$ cat src/rtl/mouse_grid_pkg.sv
// rtl/mouse_grid_pkg.sv - shared FSM encoding, default board geometry and width helper for the grid mapper
package mouse_grid_pkg;

    typedef enum logic [2:0] {
        IDLE  = 3'd0,
        SNAP  = 3'd1,
        DIV_X = 3'd2,
        DIV_Y = 3'd3,
        DONE  = 3'd4
    } grid_state_t;

    // Default board geometry, also used by the board-drawing modules
    localparam int DEF_GRID_COLS = 8;
    localparam int DEF_GRID_ROWS = 8;
    localparam int DEF_CELL_SIZE = 48;
    localparam int DEF_ORIGIN_X  = 256;
    localparam int DEF_ORIGIN_Y  = 128;

    // Index width for an axis of n cells, never narrower than one bit
    function automatic int axis_w(input int n);
        return (n > 1) ? $clog2(n) : 1;
    endfunction

endpackage

$ cat src/rtl/mouse_grid_mapper_div.sv
// rtl/mouse_grid_mapper_div.sv - one-axis iterative subtract divider (grid_axis_div), one subtraction per cycle
module grid_axis_div #(
    parameter int CELL_SIZE = 48,
    parameter int QW        = 3,
    parameter int VW        = 13
) (
    input  logic          clk,
    input  logic          rst,
    input  logic          start_i,
    input  logic [VW-1:0] operand_i,
    output logic          busy_o,
    output logic          done_o,
    output logic [QW-1:0] quotient_o
);

    logic [VW-1:0] rem_q, rem_d;
    logic [QW-1:0] quo_q, quo_d;
    logic          busy_q, busy_d;
    logic          fits;

    assign fits       = (rem_q >= VW'(CELL_SIZE));
    // done is flagged in the cycle the remainder stops fitting, so a new start may overlap it
    assign done_o     = busy_q & ~fits;
    assign busy_o     = busy_q;
    assign quotient_o = quo_q;

    // Load on start, otherwise subtract one cell per cycle until the remainder is below a cell
    always_comb begin
        rem_d  = rem_q;
        quo_d  = quo_q;
        busy_d = busy_q;
        if (start_i) begin
            rem_d  = operand_i;
            quo_d  = '0;
            busy_d = 1'b1;
        end else if (busy_q) begin
            if (fits) begin
                rem_d = rem_q - VW'(CELL_SIZE);
                quo_d = quo_q + 1'b1;
            end else begin
                busy_d = 1'b0;
            end
        end
    end

    // Divider state registers
    always_ff @(posedge clk or posedge rst) begin
        if (rst) begin
            rem_q  <= '0;
            quo_q  <= '0;
            busy_q <= 1'b0;
        end else begin
            rem_q  <= rem_d;
            quo_q  <= quo_d;
            busy_q <= busy_d;
        end
    end

endmodule

$ cat src/rtl/mouse_grid_mapper.sv
// rtl/mouse_grid_mapper.sv - cursor to board cell mapper with click events; optional MOUSE_GRID_DEBOUNCE_EN
module mouse_grid_mapper
    import mouse_grid_pkg::*;
#(
    parameter int GRID_COLS = DEF_GRID_COLS,
    parameter int GRID_ROWS = DEF_GRID_ROWS,
    parameter int CELL_SIZE = DEF_CELL_SIZE,
    parameter int ORIGIN_X  = DEF_ORIGIN_X,
    parameter int ORIGIN_Y  = DEF_ORIGIN_Y
`ifdef MOUSE_GRID_DEBOUNCE_EN
    , parameter int DEBOUNCE_CYCLES = 65000
`endif
) (
    input  logic                          clk,
    input  logic                          rst,
    input  logic                          LMB,
    input  logic [11:0]                   mouse_xpos,
    input  logic [11:0]                   mouse_ypos,
    output logic [axis_w(GRID_COLS)-1:0]  cell_col,
    output logic [axis_w(GRID_ROWS)-1:0]  cell_row,
    output logic                          in_grid,
    output logic                          pos_valid,
    output logic                          place,
    output logic [axis_w(GRID_COLS)-1:0]  place_col,
    output logic [axis_w(GRID_ROWS)-1:0]  place_row,
    output logic                          place_miss
);

    localparam int CW     = axis_w(GRID_COLS);
    localparam int RW     = axis_w(GRID_ROWS);
    localparam int QW     = (CW > RW) ? CW : RW;
    localparam int GRID_W = GRID_COLS * CELL_SIZE;
    localparam int GRID_H = GRID_ROWS * CELL_SIZE;

    grid_state_t state_q, state_d;

    logic          lmb_meta_q, lmb_sync_q, lmb_prev_q, lmb_level, lmb_rise;
    logic          pending_q, pending_d, click_this_q, click_this_d;
    logic [12:0]   dx, dy, dy_q, dy_d;
    logic          off_grid;
    logic [CW-1:0] col_q, col_d;
    logic [CW-1:0] cell_col_q, cell_col_d, place_col_q, place_col_d;
    logic [RW-1:0] cell_row_q, cell_row_d, place_row_q, place_row_d;
    logic          in_grid_q, in_grid_d, pos_valid_q, pos_valid_d;
    logic          place_q, place_d, miss_q, miss_d;
    logic          div_start, div_busy, div_done;
    logic [12:0]   div_operand;
    logic [QW-1:0] div_quo;
    logic          fin, fin_in, fin_click;
    logic [CW-1:0] fin_col;
    logic [RW-1:0] fin_row;

    // Two-flop synchroniser for the asynchronous button
    always_ff @(posedge clk or posedge rst) begin
        if (rst) begin
            lmb_meta_q <= 1'b0;
            lmb_sync_q <= 1'b0;
        end else begin
            lmb_meta_q <= LMB;
            lmb_sync_q <= lmb_meta_q;
        end
    end

`ifdef MOUSE_GRID_DEBOUNCE_EN
    localparam int DBW = $clog2(DEBOUNCE_CYCLES + 1);
    logic [DBW-1:0] db_cnt_q;
    logic           db_level_q;

    // Debounced level flips only after the synchronised level differs for DEBOUNCE_CYCLES cycles in a row
    always_ff @(posedge clk or posedge rst) begin
        if (rst) begin
            db_cnt_q   <= '0;
            db_level_q <= 1'b0;
        end else if (lmb_sync_q == db_level_q) begin
            db_cnt_q <= '0;
        end else if (db_cnt_q == DBW'(DEBOUNCE_CYCLES - 1)) begin
            db_cnt_q   <= '0;
            db_level_q <= lmb_sync_q;
        end else begin
            db_cnt_q <= db_cnt_q + 1'b1;
        end
    end
    assign lmb_level = db_level_q;
`else
    assign lmb_level = lmb_sync_q;
`endif

    assign lmb_rise = lmb_level & ~lmb_prev_q;

    // Offsets from the board origin; bit 12 is the sign
    assign dx       = {1'b0, mouse_xpos} - 13'(ORIGIN_X);
    assign dy       = {1'b0, mouse_ypos} - 13'(ORIGIN_Y);
    assign off_grid = dx[12] | dy[12] | (dx >= 13'(GRID_W)) | (dy >= 13'(GRID_H));

    grid_axis_div #(
        .CELL_SIZE (CELL_SIZE),
        .QW        (QW),
        .VW        (13)
    ) u_div (
        .clk        (clk),
        .rst        (rst),
        .start_i    (div_start),
        .operand_i  (div_operand),
        .busy_o     (div_busy),
        .done_o     (div_done),
        .quotient_o (div_quo)
    );

    // Conversion FSM; results are registered on entry to DONE so pos_valid is high during DONE
    always_comb begin
        state_d      = state_q;
        pending_d    = pending_q | lmb_rise;
        click_this_d = click_this_q;
        dy_d         = dy_q;
        col_d        = col_q;
        cell_col_d   = cell_col_q;
        cell_row_d   = cell_row_q;
        in_grid_d    = in_grid_q;
        place_col_d  = place_col_q;
        place_row_d  = place_row_q;
        pos_valid_d  = 1'b0;
        place_d      = 1'b0;
        miss_d       = 1'b0;
        div_start    = 1'b0;
        div_operand  = dx;
        fin          = 1'b0;
        fin_in       = 1'b0;
        fin_click    = 1'b0;
        fin_col      = '0;
        fin_row      = '0;
        case (state_q)
            IDLE: state_d = SNAP;
            SNAP: begin
                // An edge seen in this cycle stays pending for the next conversion
                pending_d    = lmb_rise;
                click_this_d = pending_q;
                dy_d         = dy;
                if (off_grid) begin
                    fin       = 1'b1;
                    fin_click = pending_q;
                    state_d   = DONE;
                end else begin
                    div_start   = 1'b1;
                    div_operand = dx;
                    state_d     = DIV_X;
                end
            end
            DIV_X: begin
                if (div_done) begin
                    col_d       = div_quo[CW-1:0];
                    div_start   = 1'b1;
                    div_operand = dy_q;
                    state_d     = DIV_Y;
                end else if (!div_busy) begin
                    state_d = IDLE;
                end
            end
            DIV_Y: begin
                if (div_done) begin
                    fin       = 1'b1;
                    fin_in    = 1'b1;
                    fin_col   = col_q;
                    fin_row   = div_quo[RW-1:0];
                    fin_click = click_this_q;
                    state_d   = DONE;
                end else if (!div_busy) begin
                    state_d = IDLE;
                end
            end
            DONE:    state_d = IDLE;
            default: state_d = IDLE;
        endcase
        if (fin) begin
            cell_col_d  = fin_col;
            cell_row_d  = fin_row;
            in_grid_d   = fin_in;
            pos_valid_d = 1'b1;
            if (fin_click) begin
                if (fin_in) begin
                    place_d     = 1'b1;
                    place_col_d = fin_col;
                    place_row_d = fin_row;
                end else begin
                    miss_d = 1'b1;
                end
            end
        end
    end

    // State, click tracking and output registers
    always_ff @(posedge clk or posedge rst) begin
        if (rst) begin
            state_q      <= IDLE;
            lmb_prev_q   <= 1'b0;
            pending_q    <= 1'b0;
            click_this_q <= 1'b0;
            dy_q         <= '0;
            col_q        <= '0;
            cell_col_q   <= '0;
            cell_row_q   <= '0;
            in_grid_q    <= 1'b0;
            pos_valid_q  <= 1'b0;
            place_q      <= 1'b0;
            place_col_q  <= '0;
            place_row_q  <= '0;
            miss_q       <= 1'b0;
        end else begin
            state_q      <= state_d;
            lmb_prev_q   <= lmb_level;
            pending_q    <= pending_d;
            click_this_q <= click_this_d;
            dy_q         <= dy_d;
            col_q        <= col_d;
            cell_col_q   <= cell_col_d;
            cell_row_q   <= cell_row_d;
            in_grid_q    <= in_grid_d;
            pos_valid_q  <= pos_valid_d;
            place_q      <= place_d;
            place_col_q  <= place_col_d;
            place_row_q  <= place_row_d;
            miss_q       <= miss_d;
        end
    end

    assign cell_col   = cell_col_q;
    assign cell_row   = cell_row_q;
    assign in_grid    = in_grid_q;
    assign pos_valid  = pos_valid_q;
    assign place      = place_q;
    assign place_col  = place_col_q;
    assign place_row  = place_row_q;
    assign place_miss = miss_q;

endmodule
$ cat config.mk
export PLATFORM = sky130hd
export DESIGN_NAME = mouse_grid_mapper
export DESIGN_NICKNAME = d
export VERILOG_FILES = /design/src/rtl/mouse_grid_pkg.sv /design/src/rtl/mouse_grid_mapper_div.sv /design/src/rtl/mouse_grid_mapper.sv
export SDC_FILE = /design/constraint.sdc
export NUM_CORES = 1
export LEC_CHECK = 0
export ABC_AREA = 0
export BUFFER_PORTS_ARGS = -buffer_cell sky130_fd_sc_hd__clkbuf_2
export CORE_MARGIN = 2
export CORE_UTILIZATION = 45
export CTS_CLUSTER_SIZE = 20
export DETAILED_ROUTE_END_ITERATION = 8
export PLACE_DENSITY = 0.65
export SYNTH_ARGS = -nofsm -noshare
export SYNTH_HDL_FRONTEND = slang
export SYNTH_HIERARCHICAL = 1
export SYNTH_SLANG_ARGS = --single-unit
$ cat constraint.sdc
create_clock -name clk -period 4.6 [get_ports clk]
set_input_delay 0.46 -clock clk [delete_from_list [all_inputs] [get_ports clk]]
set_output_delay 0.46 -clock clk [all_outputs]
set_load 0.02 [all_outputs]
==> impl_summary.log, run 1 <==
INFO  metric status = finished, final reports clean
INFO  metric achievable-frequency = 0.2974 GHz
INFO  metric power_density = 288.5 mW/mm2
INFO  metric async_s_r_ff_share_synth = 100.0%
INFO  metric post_cts_buffers = 0
INFO  metric critical_path_arrival = 3.58 ns
INFO  metric drc = 0
INFO  metric netSwitchingFraction = 22.58%
INFO  metric multi_input_gate_area = 0.001408 mm2
INFO  metric finalClockSkew = 0.01189 ns
INFO  metric critPathMaxFanout = 23
INFO  metric hold_viol = 0
INFO  metric tritoncts = done
INFO  metric synth_simple_gate_area_share = 22.06%
INFO  metric post_cts_resize_count = 0
INFO  metric crit_path_max_incr_delay = 0.62 ns
INFO  metric ys_dominant_reg_cell = sky130_fd_sc_hd__dfrtp_1
INFO  metric die_span_x = 85.04 um
INFO  metric synth_compound_area_share = 15.11%
INFO  metric total_wire_length_after_detailed_routing = 6323 um
INFO  metric cts_hold_buffers_added = 0
INFO  metric irDropWorstVdd = 291.6 uV
INFO  metric via_count = 2321
INFO  metric io_pins = 43
INFO  metric setup_violations = 0
INFO  metric post-place-ws = 1.233 ns
INFO  metric yosys-mux-area-fraction = 5.377%
INFO  metric power_report.internal_total = 0.7578 mW
INFO  metric shortest_clock_period_the_worst_path_allows_after_layout = 3.363 ns
INFO  metric total_power = 0.9788 mW
INFO  metric routed_via_density = 5.360
INFO  metric critPathLaunchType = flip-flop
INFO  metric path_buf_inv = 3
INFO  metric regArea = 0.001426 mm2
INFO  metric synth-seq-area-share = 48.26%
INFO  metric criticalPathCategory = reg -> reg
INFO  metric clock_tree.htree_level_count = 3
INFO  metric buffer_ports.inserted = 42
INFO  metric worst_path_dominant_cell_family = simple AND/OR/NAND/NOR gates
INFO  metric worst-slew-pin-transition = 0.8468 ns
INFO  metric slew_viol_final = 0
INFO  metric ant_nets = 0
INFO  metric worst_ep_required_time = 4.81 ns
INFO  metric crit_path_top_delay_cell = sky130_fd_sc_hd__or3_1
INFO  metric start_util = 46.54%
INFO  metric path_depth = 10
INFO  metric crit_path_frequent_cell = sky130_fd_sc_hd__inv_1
INFO  metric tritoncts_buffers = 9
INFO  metric wl_per_cell = 14.60 um
INFO  metric synthesis.yosys.warnings = 6
INFO  metric fillers = 581
INFO  metric worst-r2r-cell-count = 10
INFO  metric max_cap_viol_count = 0
INFO  metric cts-root-to-sink-buffers = 2
INFO  metric crit_path_cell_trace = or4_4, a31oi_1, inv_1, nor2_1, nand2_1, or3_1, o31ai_2, buf_4, inv_1, o22a_1
INFO  metric area_delta_synth_final = 14.82%
INFO  metric n_antenna_cell = 0
INFO  metric post_route_cells_drive_above_1_share = 24.16%
INFO  metric final_hpwl_from_detailed_placement = 4605 um
INFO  metric cts.clk_slew.worst_paths = 0.06 ns
INFO  metric floorplan.core_area = 0.006350 mm2
INFO  metric ys_types = 53
INFO  metric avgSynthCellArea = 9.564 um2
INFO  metric cts.sinks = 57
INFO  metric register_share_of_total_power = 51.4%
INFO  metric cp-end-kind = flip-flop
INFO  metric grt-ovfl-total = 0
INFO  metric detail_route.first_pass.iterations = 4
INFO  metric gr-usage-all-layers = 18.86%
INFO  metric synth_fp_nets = 342
INFO  metric gr-usage-met1 = 26.73%
INFO  metric largest_family_of_logic_cells_by_synthesized_area = simple AND/OR/NAND/NOR gates
INFO  metric synth-adder-area-share = 2.540%
INFO  metric unrepaired_setup_endpoints_after_global_routing = false
INFO  metric initialDrtViolationCount = 98
INFO  metric place_congestion = 0.8910
INFO  metric first_global_vias = 2221
INFO  metric power.switching = 0.2210 mW
INFO  metric post-route-period-util = 73.10%
INFO  metric fp.dieArea = 0.007232 mm2
INFO  metric synthXorXnorAreaFrac = 2.371%
INFO  metric power_leakage = 1.521 nW
INFO  metric synth.cell_area = 0.002955 mm2
INFO  metric grt.met2_usage = 28.20%
INFO  metric placement_rows = 29
INFO  metric hp-class = in -> async
INFO  metric cts_root_buffer = sky130_fd_sc_hd__clkbuf_8
INFO  metric pwr-share-clk = 43.3%
INFO  metric first_pass_grt_wire_length = 10690 um
INFO  metric netlist_instances = 309
INFO  metric synth-seq-cells = 57
INFO  metric die_h = 85.04 um
INFO  metric clkLatencyLatePin = 0.33 ns
INFO  metric setup_total_negative_slack = 0 ns
INFO  metric global_route.usage.met3 = 3.307%
INFO  metric relSlewSlack = 43.30%
INFO  metric antenna_found_initial = 0
INFO  metric share_comb_of_total_power = 5.3%
INFO  metric final_stage_net_count = 385
INFO  metric global_route.peak_usage_layer = met2
INFO  metric post-route-worst-setup-slack = 1.237 ns
INFO  metric synth_enable_flop_cells = 0
INFO  metric grt_start_max_net_pins = 41
-- cell usage after synthesis (2+ instances only) --
cell type,instances,area [um2]
sky130_fd_sc_hd__nand2_1,76,285.3
sky130_fd_sc_hd__dfrtp_1,57,1426
sky130_fd_sc_hd__o21ai_0,18,90.09
sky130_fd_sc_hd__nor2_1,16,60.06
sky130_fd_sc_hd__inv_1,15,56.30
sky130_fd_sc_hd__mux2_2,11,123.9
sky130_fd_sc_hd__a21oi_1,8,40.04
sky130_fd_sc_hd__nand4_1,8,50.05
sky130_fd_sc_hd__a22oi_1,7,52.55
sky130_fd_sc_hd__xnor2_1,7,61.31
sky130_fd_sc_hd__ha_1,6,75.07
sky130_fd_sc_hd__buf_2,5,25.02
sky130_fd_sc_hd__nand3_1,5,25.02
sky130_fd_sc_hd__nor3_1,5,25.02
sky130_fd_sc_hd__a21oi_2,4,35.03
sky130_fd_sc_hd__clkbuf_1,4,15.01
sky130_fd_sc_hd__nor4_1,4,25.02
sky130_fd_sc_hd__o31ai_1,4,30.03
sky130_fd_sc_hd__nand3b_1,3,22.52
sky130_fd_sc_hd__nor2b_1,3,18.77
sky130_fd_sc_hd__o31a_1,3,26.28
sky130_fd_sc_hd__a31oi_1,2,12.51
sky130_fd_sc_hd__buf_6,2,22.52
sky130_fd_sc_hd__mux2i_1,2,20.02
sky130_fd_sc_hd__nand2b_1,2,12.51
sky130_fd_sc_hd__nor2_2,2,12.51
sky130_fd_sc_hd__o21a_1,2,15.01
sky130_fd_sc_hd__or3_1,2,12.51
sky130_fd_sc_hd__or4_1,2,15.01
-- metal layers --
layer | share of wire, % | vias to the layer above
met5 | 0 | -
met4 | 1.3 | 0
met3 | 3.0 | 6
met2 | 47 | 40
met1 | 49 | 1105
li1 | - | 1170
-- cells by family (layout without fill, tap and decap cells) --
logic type,count (synthesis),after routing
buffers and inverters,27,74
AO/OA/AOI/OAI,61,61
multiplexers,14,14
XOR/XNOR,8,8
AND/OR/NAND/NOR,136,136
flip-flops,57,57
adder cells (fa/ha/maj),6,6
-- power groups by stage --
stage | registers (mW) | logic [mW] | clock network, mW
floorplan | 0.512 | 0.0288 | 0
global placement | 0.512 | 0.0526 | 0
detailed placement | 0.512 | 0.0530 | 0
CTS | 0.503 | 0.0529 | 0.430
global route | 0.503 | 0.0592 | 0.460
finish | 0.503 | 0.0519 | 0.424
-- area by class of cell --
type                       instances  share of cell area, %
timing repair buffer              44                  6.637
sequential                        57                  42.04
multi-input combinational        225                  41.48
inverter                          15                  1.659
tap                               77                  2.839
clock buffer                      13                  4.978
clock inverter                     2                 0.3687
-- placed cells by master (no fill, tap or decap), drive strengths merged, types with 7 or more instances in the layout --
| master | n |
|---|---|
| mux2 | 12 |
| clkbuf | 55 |
| nand4 | 8 |
| a22oi | 7 |
| dfrtp | 57 |
| o21ai | 18 |
| nand2 | 76 |
| nor2 | 18 |
| inv | 15 |
| a21oi | 12 |
| xnor2 | 7 |
-- stage by stage --
step | utilization, % | hold WS, ns | instance area, um2 | instances
after global placement | 50.58 | 0.3494 | 3212 | 418
after detailed placement | 50.58 | 0.3386 | 3212 | 418
after CTS | 53.44 | 0.2193 | 3393 | 433
after floorplan | - | 0.3312 | 2955 | 309
final | 53.44 | 0.2013 | 3393 | 433
after global routing | 53.44 | 0.2108 | 3393 | 433
-- path summary, 6_finish.rpt --
check	end	from	slack [ns]
worst min register to register	lmb_level$_DFF_PP0_	lmb_meta_q$_DFF_PP0_	0.36
min in group clk	lmb_meta_q$_DFF_PP0_	LMB	0.23
worst min-delay path	u_div/rem_q[8]$_DFFE_PP0P_	rst	0.20
worst max-delay path	u_div/rem_q[5]$_DFFE_PP0P_	u_div/rem_q[9]$_DFFE_PP0P_	1.24
max in group asynchronous	u_div/rem_q[12]$_DFFE_PP0P_	rst	3.98
worst max register to register	u_div/rem_q[5]$_DFFE_PP0P_	u_div/rem_q[9]$_DFFE_PP0P_	1.24
-- state kept, by name, indices dropped and copies added (netlist names), 3 cells and up --
| register | cells |
|---|---|
| cell_col | 3 |
| cell_row | 3 |
| col_q | 3 |
| dy_q | 13 |
| place_col | 3 |
| place_row | 3 |
| state_q | 3 |
| u_div/quotient_o | 3 |
| u_div/rem_q | 13 |
-- worst register-to-register path, delay by kind of cell (launching register included) --
kind / cells / cell delay [ns]
buffers and inverters: 3 / 0.53
and+or+nand+nor: 4 / 1.61
AOI/OAI and AO/OA: 3 / 0.69
DFF: 1 / 0.43
No activity file was read; power rests on OpenSTA's default activity.
==> run 2: changes to the inputs <==
--- a/config.mk
+++ b/config.mk
@@ -11,7 +11,7 @@
 export CORE_UTILIZATION = 45
 export CTS_CLUSTER_SIZE = 20
 export DETAILED_ROUTE_END_ITERATION = 8
-export PLACE_DENSITY = 0.65
+export PLACE_DENSITY = 0.68
 export SYNTH_ARGS = -nofsm -noshare
 export SYNTH_HDL_FRONTEND = slang
 export SYNTH_HIERARCHICAL = 1
==> constraint.sdc (replaced) <==
create_clock -name clk -period 3 [get_ports clk]
set_input_delay 0.3 -clock clk [delete_from_list [all_inputs] [get_ports clk]]
set_output_delay 0.3 -clock clk [all_outputs]
set_load 0.02 [all_outputs]
==> impl_summary.log, run 2 (same netlist as run 1, synthesis figures left out) <==
INFO  metric finalClockSkew = 0.01279 ns (+0.0009031 ns)
INFO  metric die_span_x = 85.04 um (unchanged)
INFO  metric cts.clk_slew.worst_paths = 0.07 ns (about the same)
INFO  metric gr-usage-all-layers = 19.42% (+0.56 points)
INFO  metric detail_route.first_pass.iterations = 4 (unchanged)
INFO  metric final_hpwl_from_detailed_placement = 4847 um (+5.3%)
INFO  metric critPathMaxFanout = 23 (unchanged)
INFO  metric worst-slew-pin-transition = 0.6898 ns (-0.1571 ns)
INFO  metric critical_path_arrival = 2.78 ns (-0.80 ns)
INFO  metric final_design_area_no_fill = 0.003487 mm2 (+2.8%)
INFO  metric reg_top3 = dy_q: 13 flops, u_div/rem_q: 13 flops
INFO  metric post-route-period-util = 85.66% (+13 points)
INFO  metric placement.cell_area = 0.003293 mm2 (+2.5%)
INFO  metric post-place-ws = 0.4278 ns (-0.8054 ns)
INFO  metric io_pins = 43 (unchanged)
INFO  metric grt_start_max_net_pins = 41 (unchanged)
INFO  metric tritoncts = done
INFO  metric post-route-worst-setup-slack = 0.4301 ns (-0.8074 ns)
INFO  metric crit_path_frequent_cell = sky130_fd_sc_hd__inv_1
INFO  metric cts-root-to-sink-buffers = 2 (unchanged)
INFO  metric total_wire_length_after_detailed_routing = 6507 um (+2.9%)
INFO  metric setup_total_negative_slack = 0 ns (unchanged)
INFO  metric ant_nets = 0 (unchanged)
INFO  metric criticalPathCategory = reg -> reg
INFO  metric share_comb_of_total_power = 5.2% (about the same)
INFO  metric clkLatencyLatePin = 0.33 ns (about the same)
INFO  metric buffer_ports.inserted = 42 (unchanged)
INFO  metric shortest_clock_period_the_worst_path_allows_after_layout = 2.570 ns (-0.7926 ns)
INFO  metric unrepaired_setup_endpoints_after_global_routing = false
INFO  metric hold_viol = 0 (unchanged)
INFO  metric start_util = 46.54% (unchanged)
INFO  metric grt-ovfl-total = 0 (unchanged)
INFO  metric antenna_found_initial = 0 (unchanged)
INFO  metric power_leakage = 1.571 nW (+3.3%)
INFO  metric post_cts_resize_count = 0 (unchanged)
INFO  metric crit_path_max_incr_delay = 0.58 ns (-0.04 ns)
INFO  metric final_stage_net_count = 393 (+2.1%)
INFO  metric via_count = 2395 (+3.2%)
INFO  metric critPathLaunchType = flip-flop
INFO  metric n_antenna_cell = 0 (unchanged)
INFO  metric hp-class = in -> async
INFO  metric tritoncts_buffers = 9 (unchanged)
INFO  metric power.switching = 0.3582 mW (+62%)
INFO  metric die_h = 85.04 um (unchanged)
INFO  metric r2r_slack = 0.43 ns (-0.81 ns)
INFO  metric worst_setup_startpoint = u_div/rem_q[9]$_DFFE_PP0P_
INFO  metric placement_rows = 29 (unchanged)
INFO  metric fp.dieArea = 0.007232 mm2 (unchanged)
INFO  metric routed_via_density = 5.431 (+1.3%)
INFO  metric worst-r2r-cell-count = 10 (unchanged)
INFO  metric register_share_of_total_power = 49.4% (-2.0 points)
INFO  metric reg2reg_start = u_div/rem_q[9]$_DFFE_PP0P_
INFO  metric floorplan.core_area = 0.006350 mm2 (unchanged)
INFO  metric netSwitchingFraction = 22.97% (+0.39 points)
INFO  metric crit_path_cell_trace = or4_4, a31oi_2, inv_1, nor2_2, nand2_1, or3_1, o31ai_2, buf_12, inv_1, o22a_1
INFO  metric top_library_cells_by_usage_in_the_layout_fill_and_taps_aside = sky130_fd_sc_hd__nand2_1 (76), sky130_fd_sc_hd__dfrtp_1 (57), sky130_fd_sc_hd__clkbuf_2 (42)
INFO  metric slew_viol_final = 0 (unchanged)
INFO  metric irDropWorstVdd = 375.4 uV (+29%)
INFO  metric post_cts_buffers = 0 (unchanged)
INFO  metric cts_hold_buffers_added = 0 (unchanged)
INFO  metric power_density = 447.3 mW/mm2 (+55%)
INFO  metric wl_per_cell = 14.76 um (+1.0%)
INFO  metric final_common_cell = sky130_fd_sc_hd__nand2_1
INFO  metric worst_r2r_endpoint = u_div/rem_q[5]$_DFFE_PP0P_
INFO  metric power_report.internal_total = 1.201 mW (+59%)
INFO  metric status = finished, final reports clean
INFO  metric clock_tree.htree_level_count = 3 (unchanged)
INFO  metric cts.sinks = 57 (unchanged)
INFO  metric worst_ep_required_time = 3.21 ns (-1.60 ns)
INFO  metric place_congestion = 0.8459 (-5.1%)
INFO  metric first_global_vias = 2316 (+4.3%)
INFO  metric cp-endpoint = u_div/rem_q[5]$_DFFE_PP0P_
INFO  metric pwr-share-clk = 45.3% (+2.0 points)
INFO  metric cts_root_buffer = sky130_fd_sc_hd__clkbuf_8
INFO  metric initialDrtViolationCount = 118 (+20%)
INFO  metric achievable-frequency = 0.3891 GHz (+31%)
INFO  metric setup_violations = 0 (unchanged)
INFO  metric crit_path_top_delay_cell = sky130_fd_sc_hd__or4_4
INFO  metric drc = 0 (unchanged)
INFO  metric relSlewSlack = 53.97% (+11 points)
INFO  metric max_cap_viol_count = 0 (unchanged)
INFO  metric cp-end-kind = flip-flop
INFO  metric post_route_cells_drive_above_1_share = 26.65% (+2.5 points)
INFO  metric area_delta_synth_final = 17.99%
INFO  metric first_pass_grt_wire_length = 11270 um (+5.5%)
==> run 2: changes by cell type in the layout (fill, tap and decap cells not counted) <==
cell,change
sky130_fd_sc_hd__clkbuf_1,-1
sky130_fd_sc_hd__a31oi_1,-1
sky130_fd_sc_hd__clkinv_2,+1
sky130_fd_sc_hd__nor2_2,+1
sky130_fd_sc_hd__a31oi_2,+1
sky130_fd_sc_hd__buf_4,+7
sky130_fd_sc_hd__clkinv_4,+1
sky130_fd_sc_hd__nor2_1,-1
sky130_fd_sc_hd__buf_12,+1
sky130_fd_sc_hd__clkbuf_8,-2
sky130_fd_sc_hd__bufinv_16,+1
==> run 2: power by group through the flow <==
stage / sequential, mW / clock [mW] / combinational (mW)
after floorplan: 0.785 / 0 / 0.0441
after global placement: 0.786 / 0 / 0.0818
after detailed placement: 0.786 / 0 / 0.0821
after CTS: 0.771 / 0.716 / 0.0823
after global routing: 0.771 / 0.758 / 0.0932
final: 0.771 / 0.707 / 0.0815
==> run 2: worst min path at each step <==
stage / start / endpoint / slack [ns] / cells past startpoint
finish: rst / u_div/busy_o$_DFF_PP0_ / 0.07 / 2
global route: LMB / lmb_meta_q$_DFF_PP0_ / 0.06 / 1
CTS: LMB / lmb_meta_q$_DFF_PP0_ / 0.07 / 1
detailed placement: lmb_meta_q$_DFF_PP0_ / lmb_level$_DFF_PP0_ / 0.34 / 0
global placement: lmb_meta_q$_DFF_PP0_ / lmb_level$_DFF_PP0_ / 0.35 / 0
floorplan: rst / u_div/busy_o$_DFF_PP0_ / 0.23 / 1
==> run 2: metrics by stage <==
| step | utilization, % | hold WS [ns] | cells | total power, mW |
|---|---|---|---|---|
| floorplan | - | 0.2261 | 309 | 0.8295 |
| global placement | 51.86 | 0.3478 | 426 | 0.8673 |
| detailed placement | 51.86 | 0.3380 | 426 | 0.8677 |
| CTS | 54.92 | 0.06943 | 441 | 1.570 |
| global route | 54.92 | 0.06380 | 441 | 1.622 |
| finish | 54.92 | 0.06595 | 441 | 1.560 |
==> run 2: layout make-up <==
cell class | count | area (um2)
clock buffers | 10 | 137.6
clock inverters | 5 | 56.30
fillers | 568 | 2863
inverters | 15 | 56.30
multi-input cells | 225 | 1416
flip-flops and latches | 57 | 1426
well taps | 77 | 96.34
repair buffers | 52 | 297.8
==> run 2: metal layers <==
metal	routed length, um	up-vias	global-route usage, %
met2	3115	45	30.33
met3	222	10	3.307
li1	-	1190	-
met1	3064	1150	27.23
met5	0	-	0
met4	105	0	7.359
==> run 2: critical path: cells and delay by family, from the launching register on <==
kind / cells / cell delay, ns
AOI/OAI and AO/OA: 3 / 0.51
DFF: 1 / 0.42
and+or+nand+nor: 4 / 1.13
buffers and inverters: 3 / 0.39
